--- src/rtl/apb4_master_if.sv ---
// Bundle of the request/response handshake and APB4 bus signals used by apb4_master.
// The master modport is the bridge's view; the slave modport is the surrounding environment.
interface apb4_master_if #(
    parameter int ADDR_WIDTH = 3,
    parameter int DATA_WIDTH = 32
);
    logic                      i_req;
    logic                      i_req_is_wr;
    logic [ADDR_WIDTH-1:0]     i_addr;
    logic [DATA_WIDTH-1:0]     i_wr_data;
    logic [DATA_WIDTH-1:0]     i_wr_biten;
    logic                      o_req_ready;
    logic                      o_rsp_valid;
    logic [DATA_WIDTH-1:0]     o_rsp_rd_data;
    logic                      o_rsp_err;

    logic [ADDR_WIDTH-1:0]     paddr;
    logic                      psel;
    logic                      penable;
    logic                      pwrite;
    logic [DATA_WIDTH-1:0]     pwdata;
    logic [DATA_WIDTH/8-1:0]   pstrb;
    logic [2:0]                pprot;
    logic                      pready;
    logic [DATA_WIDTH-1:0]     prdata;
    logic                      pslverr;

    modport master (
        input  i_req, i_req_is_wr, i_addr, i_wr_data, i_wr_biten,
        output o_req_ready, o_rsp_valid, o_rsp_rd_data, o_rsp_err,
        output paddr, psel, penable, pwrite, pwdata, pstrb, pprot,
        input  pready, prdata, pslverr
    );

    modport slave (
        output i_req, i_req_is_wr, i_addr, i_wr_data, i_wr_biten,
        input  o_req_ready, o_rsp_valid, o_rsp_rd_data, o_rsp_err,
        input  paddr, psel, penable, pwrite, pwdata, pstrb, pprot,
        output pready, prdata, pslverr
    );
endinterface

--- src/rtl/apb4_master.sv ---
// Single-outstanding request-to-APB4 bridge: IDLE -> SETUP -> ACCESS with an optional
// watchdog that ends a stalled ACCESS phase with an error response.
module apb4_master #(
    parameter int         ADDR_WIDTH     = 3,
    parameter int         DATA_WIDTH     = 32,
    parameter int         TIMEOUT_CYCLES = 16,
    parameter logic [2:0] PPROT_VAL      = 3'b000
) (
    input  logic          clk,
    input  logic          rst,
    apb4_master_if.master bus
);
    localparam int STRB_W = DATA_WIDTH / 8;
    localparam int CNT_W  = (TIMEOUT_CYCLES > 0) ? $clog2(TIMEOUT_CYCLES + 1) : 1;
    localparam logic [CNT_W-1:0] CNT_MAX  = {CNT_W{1'b1}};
    // Value of the counter during the last permitted ACCESS cycle without pready.
    localparam logic [CNT_W-1:0] CNT_LAST = (TIMEOUT_CYCLES > 0) ? CNT_W'(TIMEOUT_CYCLES - 1) : {CNT_W{1'b0}};

    typedef enum logic [1:0] {
        ST_IDLE   = 2'b00,
        ST_SETUP  = 2'b01,
        ST_ACCESS = 2'b10
    } state_t;

    state_t                  state_r;
    logic [CNT_W-1:0]        wait_cnt_r;
    logic [ADDR_WIDTH-1:0]   paddr_r;
    logic                    psel_r;
    logic                    penable_r;
    logic                    pwrite_r;
    logic [DATA_WIDTH-1:0]   pwdata_r;
    logic [STRB_W-1:0]       pstrb_r;
    logic                    rsp_valid_r;
    logic [DATA_WIDTH-1:0]   rsp_rd_data_r;
    logic                    rsp_err_r;
    logic                    timeout_hit_s;

    // A byte lane is strobed when any of its bit enables is set.
    function automatic logic [STRB_W-1:0] strb_from_biten(input logic [DATA_WIDTH-1:0] biten);
        logic [STRB_W-1:0] strb;
        strb = {STRB_W{1'b0}};
        for (int i = 0; i < STRB_W; i++) begin
            strb[i] = |biten[8*i +: 8];
        end
        return strb;
    endfunction

    // Watchdog expiry: counter has reached the last allowed stalled cycle.
    always_comb begin
        timeout_hit_s = 1'b0;
        if (TIMEOUT_CYCLES != 0) begin
            timeout_hit_s = (wait_cnt_r == CNT_LAST);
        end else begin
            timeout_hit_s = 1'b0;
        end
    end

    // Transfer FSM with all bus and response outputs registered.
    always_ff @(posedge clk) begin
        if (rst) begin
            state_r       <= ST_IDLE;
            wait_cnt_r    <= {CNT_W{1'b0}};
            paddr_r       <= {ADDR_WIDTH{1'b0}};
            psel_r        <= 1'b0;
            penable_r     <= 1'b0;
            pwrite_r      <= 1'b0;
            pwdata_r      <= {DATA_WIDTH{1'b0}};
            pstrb_r       <= {STRB_W{1'b0}};
            rsp_valid_r   <= 1'b0;
            rsp_rd_data_r <= {DATA_WIDTH{1'b0}};
            rsp_err_r     <= 1'b0;
        end else begin
            rsp_valid_r <= 1'b0;
            case (state_r)
                ST_IDLE: begin
                    if (bus.i_req) begin
                        paddr_r    <= bus.i_addr;
                        pwrite_r   <= bus.i_req_is_wr;
                        pwdata_r   <= bus.i_wr_data;
                        pstrb_r    <= bus.i_req_is_wr ? strb_from_biten(bus.i_wr_biten) : {STRB_W{1'b0}};
                        psel_r     <= 1'b1;
                        penable_r  <= 1'b0;
                        wait_cnt_r <= {CNT_W{1'b0}};
                        state_r    <= ST_SETUP;
                    end
                end
                ST_SETUP: begin
                    penable_r <= 1'b1;
                    state_r   <= ST_ACCESS;
                end
                ST_ACCESS: begin
                    if (bus.pready) begin
                        psel_r        <= 1'b0;
                        penable_r     <= 1'b0;
                        rsp_valid_r   <= 1'b1;
                        rsp_rd_data_r <= pwrite_r ? {DATA_WIDTH{1'b0}} : bus.prdata;
                        rsp_err_r     <= bus.pslverr;
                        state_r       <= ST_IDLE;
                    end else if (timeout_hit_s) begin
                        psel_r        <= 1'b0;
                        penable_r     <= 1'b0;
                        rsp_valid_r   <= 1'b1;
                        rsp_rd_data_r <= {DATA_WIDTH{1'b0}};
                        rsp_err_r     <= 1'b1;
                        state_r       <= ST_IDLE;
                    end else if (wait_cnt_r != CNT_MAX) begin
                        wait_cnt_r <= wait_cnt_r + {{(CNT_W-1){1'b0}}, 1'b1};
                    end else begin
                        wait_cnt_r <= wait_cnt_r;
                    end
                end
                default: begin
                    psel_r    <= 1'b0;
                    penable_r <= 1'b0;
                    state_r   <= ST_IDLE;
                end
            endcase
        end
    end

    assign bus.o_req_ready   = (state_r == ST_IDLE);
    assign bus.o_rsp_valid   = rsp_valid_r;
    assign bus.o_rsp_rd_data = rsp_rd_data_r;
    assign bus.o_rsp_err     = rsp_err_r;
    assign bus.paddr         = paddr_r;
    assign bus.psel          = psel_r;
    assign bus.penable       = penable_r;
    assign bus.pwrite        = pwrite_r;
    assign bus.pwdata        = pwdata_r;
    assign bus.pstrb         = pstrb_r;
    assign bus.pprot         = PPROT_VAL;
endmodule

--- src/flat_wrapper.sv ---
// flat-port wrapper written by rule: the top's interface ports become plain ports
module apb4_master_flat 
#(
    parameter int         ADDR_WIDTH     = 3,
    parameter int         DATA_WIDTH     = 32,
    parameter int         TIMEOUT_CYCLES = 16,
    parameter logic [2:0] PPROT_VAL      = 3'b000
)
  (clk, rst, bus_i_req, bus_i_req_is_wr, bus_i_addr, bus_i_wr_data, bus_i_wr_biten, bus_o_req_ready, bus_o_rsp_valid, bus_o_rsp_rd_data, bus_o_rsp_err, bus_paddr, bus_psel, bus_penable, bus_pwrite, bus_pwdata, bus_pstrb, bus_pprot, bus_pready, bus_prdata, bus_pslverr);
  apb4_master_if #(.ADDR_WIDTH(ADDR_WIDTH), .DATA_WIDTH(DATA_WIDTH)) bus_i ();
  input  logic clk;
  input  logic rst;
  input wire logic [$bits(bus_i.i_req)-1:0] bus_i_req;
  input wire logic [$bits(bus_i.i_req_is_wr)-1:0] bus_i_req_is_wr;
  input wire logic [$bits(bus_i.i_addr)-1:0] bus_i_addr;
  input wire logic [$bits(bus_i.i_wr_data)-1:0] bus_i_wr_data;
  input wire logic [$bits(bus_i.i_wr_biten)-1:0] bus_i_wr_biten;
  output wire logic [$bits(bus_i.o_req_ready)-1:0] bus_o_req_ready;
  output wire logic [$bits(bus_i.o_rsp_valid)-1:0] bus_o_rsp_valid;
  output wire logic [$bits(bus_i.o_rsp_rd_data)-1:0] bus_o_rsp_rd_data;
  output wire logic [$bits(bus_i.o_rsp_err)-1:0] bus_o_rsp_err;
  output wire logic [$bits(bus_i.paddr)-1:0] bus_paddr;
  output wire logic [$bits(bus_i.psel)-1:0] bus_psel;
  output wire logic [$bits(bus_i.penable)-1:0] bus_penable;
  output wire logic [$bits(bus_i.pwrite)-1:0] bus_pwrite;
  output wire logic [$bits(bus_i.pwdata)-1:0] bus_pwdata;
  output wire logic [$bits(bus_i.pstrb)-1:0] bus_pstrb;
  output wire logic [$bits(bus_i.pprot)-1:0] bus_pprot;
  input wire logic [$bits(bus_i.pready)-1:0] bus_pready;
  input wire logic [$bits(bus_i.prdata)-1:0] bus_prdata;
  input wire logic [$bits(bus_i.pslverr)-1:0] bus_pslverr;
  assign bus_i.i_req = bus_i_req;
  assign bus_i.i_req_is_wr = bus_i_req_is_wr;
  assign bus_i.i_addr = bus_i_addr;
  assign bus_i.i_wr_data = bus_i_wr_data;
  assign bus_i.i_wr_biten = bus_i_wr_biten;
  assign bus_o_req_ready = bus_i.o_req_ready;
  assign bus_o_rsp_valid = bus_i.o_rsp_valid;
  assign bus_o_rsp_rd_data = bus_i.o_rsp_rd_data;
  assign bus_o_rsp_err = bus_i.o_rsp_err;
  assign bus_paddr = bus_i.paddr;
  assign bus_psel = bus_i.psel;
  assign bus_penable = bus_i.penable;
  assign bus_pwrite = bus_i.pwrite;
  assign bus_pwdata = bus_i.pwdata;
  assign bus_pstrb = bus_i.pstrb;
  assign bus_pprot = bus_i.pprot;
  assign bus_i.pready = bus_pready;
  assign bus_i.prdata = bus_prdata;
  assign bus_i.pslverr = bus_pslverr;
  apb4_master #(.ADDR_WIDTH(ADDR_WIDTH), .DATA_WIDTH(DATA_WIDTH), .TIMEOUT_CYCLES(TIMEOUT_CYCLES), .PPROT_VAL(PPROT_VAL)) u_core (.clk(clk), .rst(rst), .bus(bus_i));
endmodule
--- config.mk ---
export PLATFORM = sky130hd
export DESIGN_NAME = apb4_master_flat
export DESIGN_NICKNAME = d
export VERILOG_FILES = /design/src/rtl/apb4_master_if.sv /design/src/rtl/apb4_master.sv /design/src/flat_wrapper.sv
export SDC_FILE = /design/constraint.sdc
export NUM_CORES = 1
export LEC_CHECK = 0
export CORE_MARGIN = 5
export CORE_UTILIZATION = 34
export DETAILED_ROUTE_END_ITERATION = 8
export PLACE_DENSITY = 0.77
export SLEW_MARGIN = 20
export SYNTH_ARGS = -nofsm -noshare
export SYNTH_HDL_FRONTEND = slang
export SYNTH_SLANG_ARGS = --single-unit
export TNS_END_PERCENT = 50
--- constraint.sdc ---
create_clock -name clk -period 2.1 [get_ports clk]
set_input_delay 0.315 -clock clk [delete_from_list [all_inputs] [get_ports clk]]
set_output_delay 0.315 -clock clk [all_outputs]
set_load 0.005 [all_outputs]
# Word-level counts from Yosys, hierarchy flattened
# Cells that the tools add are included.
# op_classes
mux,23
n_addsub,1
bitwise_logic,2
n_reduce_logical,13
eq_ne,9
# ops
operator,count
$mux 32,3
$reduce_or 8->1,4
$mux 5,4
$pmux 5 s2,1
$mux 1,8
$mux 2,3
$ne 2x2->1 const B,3
$pmux 1 s3,2
$pmux 2 s3,1
$reduce_and 2->1,3
$add 5x1->5 const B,1
$eq 5x4->1 const B,1
$ne 5x5->1 const B,1
$reduce_and 5->1,1
$mux 4,1
$reduce_bool 2->1,2
$ne 3x2->1 const B,1
$reduce_and 3->1,1
$eq 2x1->1 const B,1
$eq 2x2->1 const B,1
$logic_not 2->1,1
$ne 2x1->1 const B,1
$not 1->1,2
$reduce_or 2->1,1
# totals
wordCells,59
in_bits,105
out_inout_bits,80
regBits,83

# Longest topological paths before layout
# depth
word_depth,5
ltp_mapped,7
mapped_depth_nobuf,6

# Worst setup path before layout
# No wires, ideal clock.
# synth_path
kind,register to register
from,register u_core.wait_cnt_r[0]
to,register u_core.wait_cnt_r[2]
required_time_ps,1979
period_less_slack_ps,2057
path_buffers,0
setup_ps,121
stages_incl_launch_ff,7
setup_slack_ps,43
t_arrival_ps,1936
cell_sequence,dfxtp_1 > ha_1 > and3_1 > ha_1 > or4b_4 > nor3b_1 > mux2_2
# synth_between
elab_chain_len,5
elab_cells_between_ends,10
cone_classes,add/sub (1); eq/ne (4); mux (4); reduce/logical (1)
# synth_lines
item,line,text
"start, declared",apb4_master.sv:26,logic [CNT_W-1:0] wait_cnt_r;
"start signal, assigned",apb4_master.sv:62,wait_cnt_r <= {CNT_W{1'b0}};
"start signal, assigned",apb4_master.sv:83,wait_cnt_r <= {CNT_W{1'b0}};
"start signal, assigned",apb4_master.sv:107,"wait_cnt_r <= wait_cnt_r + {{(CNT_W-1){1'b0}}, 1'b1};"
$add 5x1->5,apb4_master.sv:107,
$mux 5,apb4_master.sv:106,end else if (wait_cnt_r != CNT_MAX) begin
$mux 5,apb4_master.sv:99,end else if (timeout_hit_s) begin
$mux 5,apb4_master.sv:92,if (bus.pready) begin
$pmux 5 s2,apb4_master.sv:74,case (state_r)
# Several ways; a longest one is shown, not always the timed one. The select of a mux whose other input is x is not followed.
# A chain may end at the register's enable or synchronous reset.

# Worst setup path in the final report
# layout_path
from,register u_core.wait_cnt_r[1]
to,register u_core.wait_cnt_r[2]
# The elaborated chain is that of the path after synthesis.

==> results.py <==
metrics = {
    "clock_tree": {
        "cts_max_level": 3,
        "cts_root_buf": "clkbuf_8",
        "cts_tree": "yes",
        "cts.sinks": 82,
        "cts.path.max_buffers": 2,
        "clk_latency_ns": 0.34,
        "numCtsBuffers": 9,
        "ctsHoldBuffers": 0,
        "clk_pin_slew_worst_paths_ns": 0.08,
    },
    "detailed_routing": {
        "postRouteAntennaNets": 0,
        "wl_per_cell_um": 14.3,
        "drt_iter0_markers": 79,
        "drt_drc_violations_left": 0,
        "via_count": 3209,
        "wl_um": 9660,
        "routed.top_layer": "met4",
        "drtPass1Iterations": 4,
        "via_per_inst": 4.77,
        "wl_met3_um": 770,
        "wl_met1_um": 3980,
        "met2_length_um": 4830,
    },
    "yosys": {
        "async_reset_ff_frac": 0,
        "yosysTopAreaCellShare": 0.529,
        "synth_cell_types": 33,
        "synth_edf_count": 0,
        "syn_area_sq_um": 3100,
        "syn_inst": 380,
        "ys_top_cells_by_area": "dfxtp_1 53%, nand2_1 13%, a21oi_1 11%",
        "synth_ff_type": "dfxtp_1",
        "synth.most_common_cell": "nand2_1",
        "syn_area_per_cell_sq_um": 8.17,
        "ys_warn_count": 0,
        "synthTopCellsByCount": "104 x nand2_1, 82 x dfxtp_1, 70 x a21oi_1",
        "yosysSeqAreaShare": 0.529,
        "synth_seq_cells": 82,
        "synth_top_area_cell": "dfxtp_1",
    },
    "finish": {
        "antenna_cells": 0,
        "final_nets": 668,
        "final.fill_count": 782,
        "fin_util": 0.605,
        "area_growth_syn_to_layout_pct": 71.7,
        "layout-drive-gt1-share": 0.0885,
        "instances_no_fill": 673,
    },
    "timing": {
        "slew_viol_final": 0,
        "setup_viol": 0,
        "maxClockFrequency_ghz": 0.489,
        "skew_ns": 0.00941,
        "worst_slew_pin_slew_ns": 0.519,
        "whs_ns": 0.355,
        "rsz0062_at_grt": "false",
        "hold_viol": 0,
        "relSlewSlack": 0.652,
        "post-route-period-util": 0.973,
        "worst_slack_ns": 0.0569,
        "period_minus_slack_ns": 2.04,
    },
    "grt": {
        "gr-usage-all-layers": 0.166,
        "grt_max_degree": 37,
        "grt_pass1_wl_um": 15200,
        "antenna_found_initial": 0,
        "overflow": 0,
        "first_global_vias": 3160,
    },
    "power": {
        "seqPwrFrac": 0.470,
        "ir_drop_mv": 0.445,
        "pwr-share-comb": 0.160,
        "power.total_uw": 3520,
        "pwr-share-clk": 0.369,
        "swShare": 0.235,
        "p_leak_uw": 0.00191,
        "power_density_nw_per_um2": 661,
        "p_int_uw": 2700,
        "p_switching_uw": 826,
    },
    "floorplan": {
        "design.core.area_sq_um": 8810,
        "rows": 34,
        "die_h_um": 106,
        "start_util": 0.353,
        "io_pins": 185,
        "die_w_um": 106,
        "dieArea_sq_um": 11100,
    },
    "setup_path": {
        "start_kind": "flip-flop",
        "cp.required_ns": 2.33,
        "cp.arrival_ns": 2.27,
        "path_cells": "ha_2, and3_4, ha_2, or4b_4, nor3b_2, mux2_4",
        "cpMostUsedCell": "ha_2",
        "critPathKind": "reg -> reg",
        "end_kind": "flip-flop",
        "critPathSlowestCell": "or4b_4",
        "max_stage_delay_ns": 0.55,
        "crit_path_max_fanout": 4,
    },
    "place": {
        "place_congestion": 0.713,
        "preCtsSetupSlack_ns": -0.00729,
        "dp_cells": 656,
        "hpwlAfterDp_um": 7450,
        "portBuffers": 181,
    },
    "min_path": {
        "hold_path_class": "in -> reg",
    },
    "status": {
        "status": "finished, final reports clean",
    },
    "job": {
        "timing.max_cap.violations": 0,
    },
}
## metrics by stage
step / cell area (sq um) / setup TNS, ns
floorplan: 3110 / 0
global placement: 5070 / 0
detailed placement: 5070 / -0.00729
CTS: 5310 / 0
global route: 5330 / 0
finish: 5330 / 0
## power groups by stage
stage	combinational (uW)	clock, uW	sequential [uW]
floorplan	171	0	1700
global placement	560	0	1690
detailed placement	569	0	1690
CTS	572	1340	1660
global route	611	1420	1670
finish	564	1300	1660
## worst max-delay path: cells and delay by family, from the launching register on
kind	cells	cell delay, ns
AND/OR/NAND/NOR	3	0.96
adder cells (fa/ha/maj)	2	0.34
multiplexers	1	0.31
flip-flops	1	0.34
## cell usage in the layout, fill, tap and decap left out, drive strengths merged, types with 2 or more instances in the layout
cell / instances
nand2: 104
o21ai: 36
mux2: 2
dfxtp: 82
nor2: 10
buf: 19
nor3: 2
a21oi: 71
ha: 3
inv: 6
bufinv: 2
conb: 3
a22o: 2
clkbuf: 10
nor3b: 4
nand3b: 5
or4: 8
clkdlybuf4s50: 180
nand2b: 2
## final timing paths
check	slack, ns	to	start	depth (start not counted)
setup / recovery	0.06	u_core.wait_cnt_r[2]$_SDFFE_PP0P_	u_core.wait_cnt_r[1]$_SDFFE_PP0P_	6
hold / removal	0.36	u_core.state_r[0]$_SDFFE_PP0P_	rst	2
setup reg to reg	0.06	u_core.wait_cnt_r[2]$_SDFFE_PP0P_	u_core.wait_cnt_r[1]$_SDFFE_PP0P_	6
hold reg to reg	0.46	u_core.bus.pwdata[30]$_SDFFE_PP0P_	u_core.bus.pwdata[30]$_SDFFE_PP0P_	2
## logic make-up (layout without fill, tap and decap cells)
logic type	count (synthesis)	after routing	share of synthesized area
other	1	3	0.00121
adder cells (fa/ha/maj)	3	3	0.0121
AND/OR/NAND/NOR	143	143	0.209
AO/OA/AOI/OAI	114	114	0.192
buffers and inverters	35	218	0.0500
flip-flops	82	82	0.529
multiplexers	2	2	0.00725
## what timing repair did
item                                    in CTS  in global routing
endpoints found under the setup margin       1                  2
pin swaps                                    0                  2
resized for setup                            1                  6
setup buffers                                0                  1
## layer usage
metal	vias up	global-route usage
met1	1462	0.187
met4	0	0.0472
li1	1630	-
met2	110	0.294
met3	7	0.0611
met5	-	0
## registers in the layout, indices dropped and copies added, names as in the netlist
name                      flops
u_core.bus.paddr              3
u_core.bus.psel               1
u_core.bus.o_rsp_rd_data     32
u_core.state_r                2
u_core.bus.o_rsp_valid        1
u_core.wait_cnt_r             5
u_core.bus.pwdata            32
u_core.bus.pstrb              4
u_core.bus.o_rsp_err          1
u_core.bus.pwrite             1
## layout make-up
| type | count | area (sq um) | share of cell area |
|---|---|---|---|
| clock buffer | 10 | 138 | 0.0258 |
| clock inverter | 6 | 95.1 | 0.0178 |
| inverter | 3 | 11.3 | 0.00211 |
| multi-input combinational | 265 | 1340 | 0.251 |
| sequential | 82 | 1640 | 0.309 |
| tap | 108 | 135 | 0.0254 |
| timing repair buffer | 199 | 1970 | 0.369 |
(Power assumes the default switching activity.)
